===== src/rtl/round_sequencer.sv =====
// round_sequencer: game-round controller driving the interval timer/display block.
// Each round reloads the timer, shows the mole, then ends on a hit or a timeout.
// It also tracks round/score/misses and shortens the interval as rounds advance.
module round_sequencer #(
  parameter logic [2:0]  INIT_INTERVAL   = 3'd7,
  parameter logic [2:0]  MIN_INTERVAL    = 3'd2,
  parameter int unsigned ROUNDS_PER_STEP = 4,
  parameter int unsigned MAX_ROUNDS      = 16,
  parameter int unsigned MAX_MISSES      = 3,
  parameter int unsigned ROUND_W         = 5,
  parameter int unsigned SCORE_W         = 8,
  parameter logic        COUNT_DIR       = 1'b0
) (
  input  logic               clk,
  input  logic               rst_n,
  input  logic               start,
  input  logic               hit,
  input  logic               timeout,
  output logic               timer_rst_n,
  output logic [2:0]         interval,
  output logic               dir,
  output logic               mole_active,
  output logic [ROUND_W-1:0] round,
  output logic [SCORE_W-1:0] score,
  output logic [1:0]         misses,
  output logic               game_over
);

  localparam logic [2:0] S_IDLE = 3'd0;
  localparam logic [2:0] S_ARM  = 3'd1;
  localparam logic [2:0] S_RUN  = 3'd2;
  localparam logic [2:0] S_HIT  = 3'd3;
  localparam logic [2:0] S_MISS = 3'd4;
  localparam logic [2:0] S_OVER = 3'd5;

  localparam logic [ROUND_W-1:0] LAST_ROUND = ROUND_W'(MAX_ROUNDS);
  localparam logic [1:0]         MISS_LIMIT = 2'(MAX_MISSES);

  logic [2:0]         state_q, state_d;
  logic [2:0]         interval_q, interval_d;
  logic [ROUND_W-1:0] round_q, round_d;
  logic [SCORE_W-1:0] score_q, score_d;
  logic [1:0]         misses_q, misses_d;
  logic               step_due;

  // The round just finished closes a difficulty step when it is a multiple of the step length.
  assign step_due = ((32'(round_q) % ROUNDS_PER_STEP) == 0);

  // Next-state and counter updates for the round sequence.
  always_comb begin
    state_d    = state_q;
    interval_d = interval_q;
    round_d    = round_q;
    score_d    = score_q;
    misses_d   = misses_q;
    case (state_q)
      S_IDLE, S_OVER: begin
        if (start) begin
          round_d    = '0;
          score_d    = '0;
          misses_d   = '0;
          interval_d = INIT_INTERVAL;
          state_d    = S_ARM;
        end
      end
      S_ARM: begin
        round_d = round_q + 1'b1;
        state_d = S_RUN;
      end
      S_RUN: begin
        // A hit in the same cycle as the timeout still counts as a hit.
        if (hit) begin
          state_d = S_HIT;
        end else if (timeout) begin
          state_d = S_MISS;
        end
      end
      S_HIT: begin
        if (score_q != '1) begin
          score_d = score_q + 1'b1;
        end
        if (round_q == LAST_ROUND) begin
          state_d = S_OVER;
        end else begin
          if (step_due && (interval_q > MIN_INTERVAL)) begin
            interval_d = interval_q - 3'd1;
          end
          state_d = S_ARM;
        end
      end
      S_MISS: begin
        misses_d = misses_q + 2'd1;
        if ((misses_d == MISS_LIMIT) || (round_q == LAST_ROUND)) begin
          state_d = S_OVER;
        end else begin
          if (step_due && (interval_q > MIN_INTERVAL)) begin
            interval_d = interval_q - 3'd1;
          end
          state_d = S_ARM;
        end
      end
      default: state_d = S_IDLE;
    endcase
  end

  // State and counter registers with asynchronous clear.
  always_ff @(posedge clk or negedge rst_n) begin
    if (!rst_n) begin
      state_q    <= S_IDLE;
      interval_q <= INIT_INTERVAL;
      round_q    <= '0;
      score_q    <= '0;
      misses_q   <= '0;
    end else begin
      state_q    <= state_d;
      interval_q <= interval_d;
      round_q    <= round_d;
      score_q    <= score_d;
      misses_q   <= misses_d;
    end
  end

  assign timer_rst_n = (state_q == S_RUN);
  assign mole_active = (state_q == S_RUN);
  assign game_over   = (state_q == S_OVER);
  assign dir         = COUNT_DIR;
  assign interval    = interval_q;
  assign round       = round_q;
  assign score       = score_q;
  assign misses      = misses_q;

endmodule

===== config.mk =====
export PLATFORM = sky130hd
export DESIGN_NAME = round_sequencer
export DESIGN_NICKNAME = d
export VERILOG_FILES = /design/src/rtl/round_sequencer.sv
export SDC_FILE = /design/constraint.sdc
export NUM_CORES = 1
export LEC_CHECK = 0
export ABC_CLOCK_PERIOD_IN_PS = 2300
export BUFFER_PORTS_ARGS = -buffer_cell sky130_fd_sc_hd__clkbuf_2
export CORE_ASPECT_RATIO = 0.8
export CORE_MARGIN = 4
export CORE_UTILIZATION = 57
export CTS_CLUSTER_SIZE = 24
export DETAILED_ROUTE_END_ITERATION = 10
export PLACE_DENSITY_LB_ADDON = 0.3
export SYNTH_ARGS = -nofsm -noshare
export SYNTH_HDL_FRONTEND = slang
export SYNTH_SLANG_ARGS = --single-unit

===== constraint.sdc =====
create_clock -name clk -period 2.3 [get_ports clk]
set_input_delay 0.115 -clock clk [delete_from_list [all_inputs] [get_ports clk]]
set_output_delay 0.115 -clock clk [all_outputs]
set_load 0.01 [all_outputs]

Word level (Yosys, flattened, before mapping)

Cells that the tools add are included.
Widths: inputs -> output; s select.

$add $sub $neg: 4
$lt $le $gt $ge: 1
Eq/ne operators: 13
Multiplexer cells: 18
Reductions and logical operators: 14

Operator list:

| operator            | count |
|---|---|
| $logic_not 32->1    | 1 |
| $mux 3              | 9 |
| $mux 8              | 2 |
| $pmux 8 s2          | 1 |
| $pmux 3 s5          | 1 |
| $pmux 5 s2          | 1 |
| $pmux 3 s3          | 1 |
| $add 8x1->8 const B | 1 |
| $ne 2x2->1 const B  | 4 |
| $ne 8x8->1 const B  | 1 |
| $eq 3x2->1 const B  | 2 |
| $eq 3x3->1 const B  | 2 |
| $reduce_and 2->1    | 3 |
| $reduce_bool 2->1   | 3 |
| $add 5x1->5 const B | 1 |
| $eq 5x5->1 const B  | 1 |
| $mux 5              | 1 |
| $pmux 2 s2          | 1 |
| $reduce_and 4->1    | 1 |
| $eq 3x1->1 const B  | 1 |
| $gt 3x2->1 const B  | 1 |
| $logic_not 3->1     | 1 |
| $ne 3x3->1 const B  | 1 |
| $reduce_and 3->1    | 1 |
| 8 further kinds     | 8 |

Flip-flop bits (word level): 21
Input port bits: 5
Output and inout port bits: 22

Longest topological paths before layout

Depth after elaboration: 5
Mapped depth: 6
Depth with buffers taken out: 6

Worst setup path after synthesis

No wires, ideal clock.

Path type: register to register
Start point: register interval_q[0], in the netlist interval[0]
End point: register interval_q[2], in the netlist interval[2]
Library setup time: 0.089 ns
Data arrival time: 1.359 ns
Required time: 2.211 ns
Path slack: 0.852 ns
Cell stages (with the launch flop): 7
Buffers on the path: 0
Clock period less this slack: 1.448 ns
Cells stage by stage: dfstp_2 -> inv_1 -> ha_1 -> nor2b_1 -> o211ai_1 -> o31ai_1 -> o31ai_1

Cells in the longest elaborated chain, start to end: 5
Elaborated cells on any way between the ends: 7

RTL lines:

| element                   | line   | RTL |
|---|---|---|
| from (decl)               | 40     | `logic [2:0] interval_q, interval_d;` |
| from (signal assigned)    | 116    | `interval_q <= interval_d;` |
| $gt 3x2->1                | 85, 96 |  |
| $logic_and 1x1->1         | 85, 96 |  |
| $mux 3 (*)                | 85, 96 |  |
| $mux 3 (on tied branches) | 93, 82 |  |
| $pmux 3 s3 (*)            | 56     | `case (state_q)` |

Every way passes the cells marked *; elsewhere a longest branch is shown, timed or not. The select of a mux whose other input is x is not followed.
A chain may end at the register's enable or synchronous reset.

Final worst setup path

Start point: register state_q[0]
End point: register score_q[7], in the netlist score[7]

Cells in the longest elaborated chain, start to end: 4
Elaborated cells on any way between the ends: 9

RTL lines:

| element                                                          | line | RTL |
|---|---|---|
| from (decl)                                                      | 39   | `logic [2:0] state_q, state_d;` |
| from (signal assigned)                                           | 115  | `state_q <= state_d;` |
| $eq 3x3->1 / $logic_not 3->1 (equally long branches)             | 56   |  |
| $reduce_or 2->1                                                  | 56   |  |
| $ne 2x2->1 (no line) / $reduce_bool 2->1 (equally long branches) | n/a  |  |
| $reduce_and 3->1 (no line)                                       | n/a  |  |
| to (signal assigned)                                             | 118  | `score_q <= score_d;` |
| to (decl)                                                        | 42   | `logic [SCORE_W-1:0] score_q, score_d;` |

Parallel ways exist; a longest one is shown, timed or not.

==> Implementation_results.wiki <==
{| class="wikitable"
! Metric !! Value
|-
| Result of the run || finished clean
|-
| Share of the synthesized netlist area taken by xor and xnor gates || 2.04%
|-
| Design Power || 1.54 mW
|-
| Sequential cell area fraction in the yosys report || 41.2%
|-
| Number of DRC violations after detailed-routing iteration 0 || 61
|-
| Share of the synthesized area in compound gates (AO/OA/AOI/OAI) || 23.6%
|-
| CTS tree || done
|-
| Commonest register cell after synthesis || sky130_fd_sc_hd__dfrtp_1
|-
| Skew final || 0.00405 ns
|-
| Sum of net half-perimeters after detailed placement || 1.91 mm
|-
| Clock latency of the later-clocked register in the worst-skew pair || 0.30 ns
|-
| Final number of max-transition violations || 0
|-
| Final setup viols || 0
|-
| Maximum fanout along the worst path || 14
|-
| Data arrival time of the critical path || 1.93 ns
|-
| Type of the worst setup path || register to register
|-
| Count of cell types in the netlist || 42
|-
| Clock transition time at the flip-flop clock pins of the worst setup and hold paths || 0.11 ns
|-
| Synthesized net count || 148
|-
| Power density normalized to cell area || 1070 mW/mm^2
|-
| RSZ-0062 raised after global routing || no
|-
| Placer's final routability congestion estimate || 0.816
|-
| Syn. warnings || 0
|-
| WL/cell || 13.7 um
|-
| Flops & latches, synth || 21
|-
| Synth Instances || 137
|-
| Site row count || 15
|-
| Die footprint || 0.00308 mm^2
|-
| Total via count in the routed design || 1,077
|-
| Count of antenna-violating nets left after detailed routing || 0
|-
| Total negative slack || 0 ns
|-
| Reported max-cap violation count || 0
|-
| Combinational family with the most area after synthesis || compound AO/OA/AOI/OAI gates
|-
| Number of levels in the clock H-tree || 1
|-
| Area added between synthesis and finish || 11.4%
|-
| Starting Density || 59.5%
|-
| Share of cells above drive strength 1 || 23.8%
|-
| Post-synth EDFFs || 0
|-
| Synth Area per Inst || 9.38 um^2
|-
| Highest clock rate || 591 MHz
|-
| Worst relative slew slack || 66.1%
|-
| Die Ht || 50.5 um
|-
| Filler cells || 175
|-
| Area of the core || 0.00216 mm^2
|-
| Worst EP required || 2.54 ns
|-
| Peak supply drop || 799 uV
|-
| Worst setup EP type || register
|-
| Worst min-delay path category || primary input to register
|-
| Number of nets in the layout || 172
|-
| Hold Fails Final Rpt || 0
|-
| Asr flop ratio synth || 100%
|-
| Vias per std cell || 5.82
|-
| Antenna violations before repair || 0
|-
| Period utilisation layout || 73.5%
|-
| Placed cell area || 0.00140 mm^2
|-
| Largest net degree at the start of global routing || 22
|-
| Summed area of non-filler cells in the final layout || 0.00143 mm^2
|-
| Boundary Pins || 27
|-
| PostCTS Resize Cnt || 0
|-
| Antenna diode count || 0
|-
| Adder-Cell Fraction of Synth Area || 5.84%
|-
| Maximum root-to-sink buffer count || 2
|-
| Die width || 61.1 um
|-
| Simple-gate share of the synthesized area || 18.7%
|-
| Startpoint type of the worst setup path || register
|-
| Fraction of synthesized area in multiplexers || 1.56%
|-
| Wire length of the first global-routing pass || 4.60 mm
|-
| Port Buffers || 25
|-
| Static leakage || 0.659 nW
|-
| Overflow left after global routing || 0
|-
| Clock root buffer || sky130_fd_sc_hd__clkbuf_4
|-
| Transition time at the pin with the least slew margin || 0.508 ns
|-
| Cts bufs inserted || 3
|-
| Vias in the first global route || 1,034
|-
| TritonCTS Sinks || 21
|-
| Synth Cell Area || 0.00128 mm^2
|-
| DRC || 0
|-
| Number of iterations in the first detailed-routing pass || 4
|-
| All-layer global routing usage || 19.9%
|-
| Crit path time final || 1.69 ns
|-
| Total Routed Length || 2.54 mm
|}
## worst paths after layout
check,from,endpoint,slack [ns],depth (start not counted)
max in group asynchronous,rst_n,interval[0]$_DFFE_PN1P_,1.64,2
min in group asynchronous,rst_n,round[2]$_DFFE_PN0P_,0.30,2
worst max register to register,state_q[0]$_DFFE_PN0P_,score[7]$_DFFE_PN0P_,0.61,4
worst min register to register,round[4]$_DFFE_PN0P_,round[4]$_DFFE_PN0P_,0.51,1
worst min-delay path,timeout,state_q[1]$_DFFE_PN0P_,0.17,3
worst max-delay path,state_q[0]$_DFFE_PN0P_,score[7]$_DFFE_PN0P_,0.61,4
## per-layer routing
| metal | global-route usage, % | part of all wire [%] |
|---|---|---|
| met1 | 28.8 | 48 |
| met2 | 28.7 | 46 |
| met3 | 5.91 | 6.3 |
| met4 | 4.69 | 0.39 |
| met5 | 0 | 0 |
## cell usage after synthesis (2+ instances only)
cell                       count  share of area [%]
sky130_fd_sc_hd__o31ai_1       9                5.3
sky130_fd_sc_hd__a21oi_1       7                2.7
sky130_fd_sc_hd__o21ai_0       7                2.7
sky130_fd_sc_hd__inv_1        10                2.9
sky130_fd_sc_hd__buf_4         5                2.9
sky130_fd_sc_hd__nand3_1       7                2.7
sky130_fd_sc_hd__nor2b_1       4                1.9
sky130_fd_sc_hd__nor3_1        2               0.78
sky130_fd_sc_hd__o211ai_1      4                2.3
sky130_fd_sc_hd__dfstp_2       3                6.1
sky130_fd_sc_hd__nor2_1        8                2.3
sky130_fd_sc_hd__xor2_1        2                1.4
sky130_fd_sc_hd__nand2_1      11                3.2
sky130_fd_sc_hd__dfrtp_1      18                 35
sky130_fd_sc_hd__a31oi_1       2               0.97
sky130_fd_sc_hd__mux2i_1       2                1.6
sky130_fd_sc_hd__and2_1        3                1.5
sky130_fd_sc_hd__o22ai_1       3                1.5
sky130_fd_sc_hd__ha_1          6                5.8
sky130_fd_sc_hd__a211oi_1      2                1.2
## sequential cells by signal, summed over array words and instances, names as in the netlist
name,cells
interval,3
misses,2
round,5
score,8
state_q,3
## area by class of cell
class                   instances  area, um^2  share of cell area, %
clock buffers                   4        26.3                   1.84
inverters                      11        41.3                   2.88
multi-input cells              98         668                   46.7
flip-flops and latches         21         529                   37.0
well taps                      25        31.3                   2.19
repair buffers                 26         135                   9.44
## repair_timing
item,4_1_cts,5_1_grt
hold buffers,1,0
hold endpoints to repair,18,0
setup buffers,0,0
## kinds of logic (layout without fill, tap and decap cells)
family | count (synthesis) | count (layout)
other cells | 1 | 1
fa+ha+maj | 6 | 6
compound gates | 42 | 42
flops | 21 | 21
mux | 2 | 2
xor+xnor | 3 | 3
simple gates | 44 | 44
buf+inv | 18 | 41
## power by group
group,switching (mW),internal [mW]
Sequential,0.162,0.480
Clock,0.106,0.0676
Combinational,0.426,0.294
## per-stage QoR
stage          instances  setup slack [ns]  hold WS [ns]  util, %
2_1_floorplan        137             0.852        -0.181        -
3_3_place_gp         180             0.740         0.108     64.6
3_5_place_dp         180             0.654         0.113     64.6
4_1_cts              185             0.608         0.148     66.3
5_1_grt              185             0.489         0.151     66.3
6_report             185             0.609         0.167     66.3
## cell usage in the layout (no fill, tap or decap), drive strengths merged, types with 2 or more instances in the layout
master,Yosys,routed
clkbuf,1,29
dfrtp,18,18
nand2,11,11
inv,11,11
o31ai,9,9
nor2,8,8
o21ai,8,8
nand3,7,7
a21oi,7,7
ha,6,6
o211ai,5,5
nor2b,4,4
and2,3,3
o22ai,3,3
dfstp,3,3
a211oi,2,2
nor3,2,2
mux2i,2,2
a31oi,2,2
xor2,2,2
## critical path: stages, from the launching register on
cell and delay [ns]:
sky130_fd_sc_hd__dfrtp_1 0.61, sky130_fd_sc_hd__and3b_1 0.41, sky130_fd_sc_hd__o211ai_4 0.14, sky130_fd_sc_hd__or3_1 0.33, sky130_fd_sc_hd__a21oi_1 0.14
No activity file was read; power rests on OpenSTA's default activity.
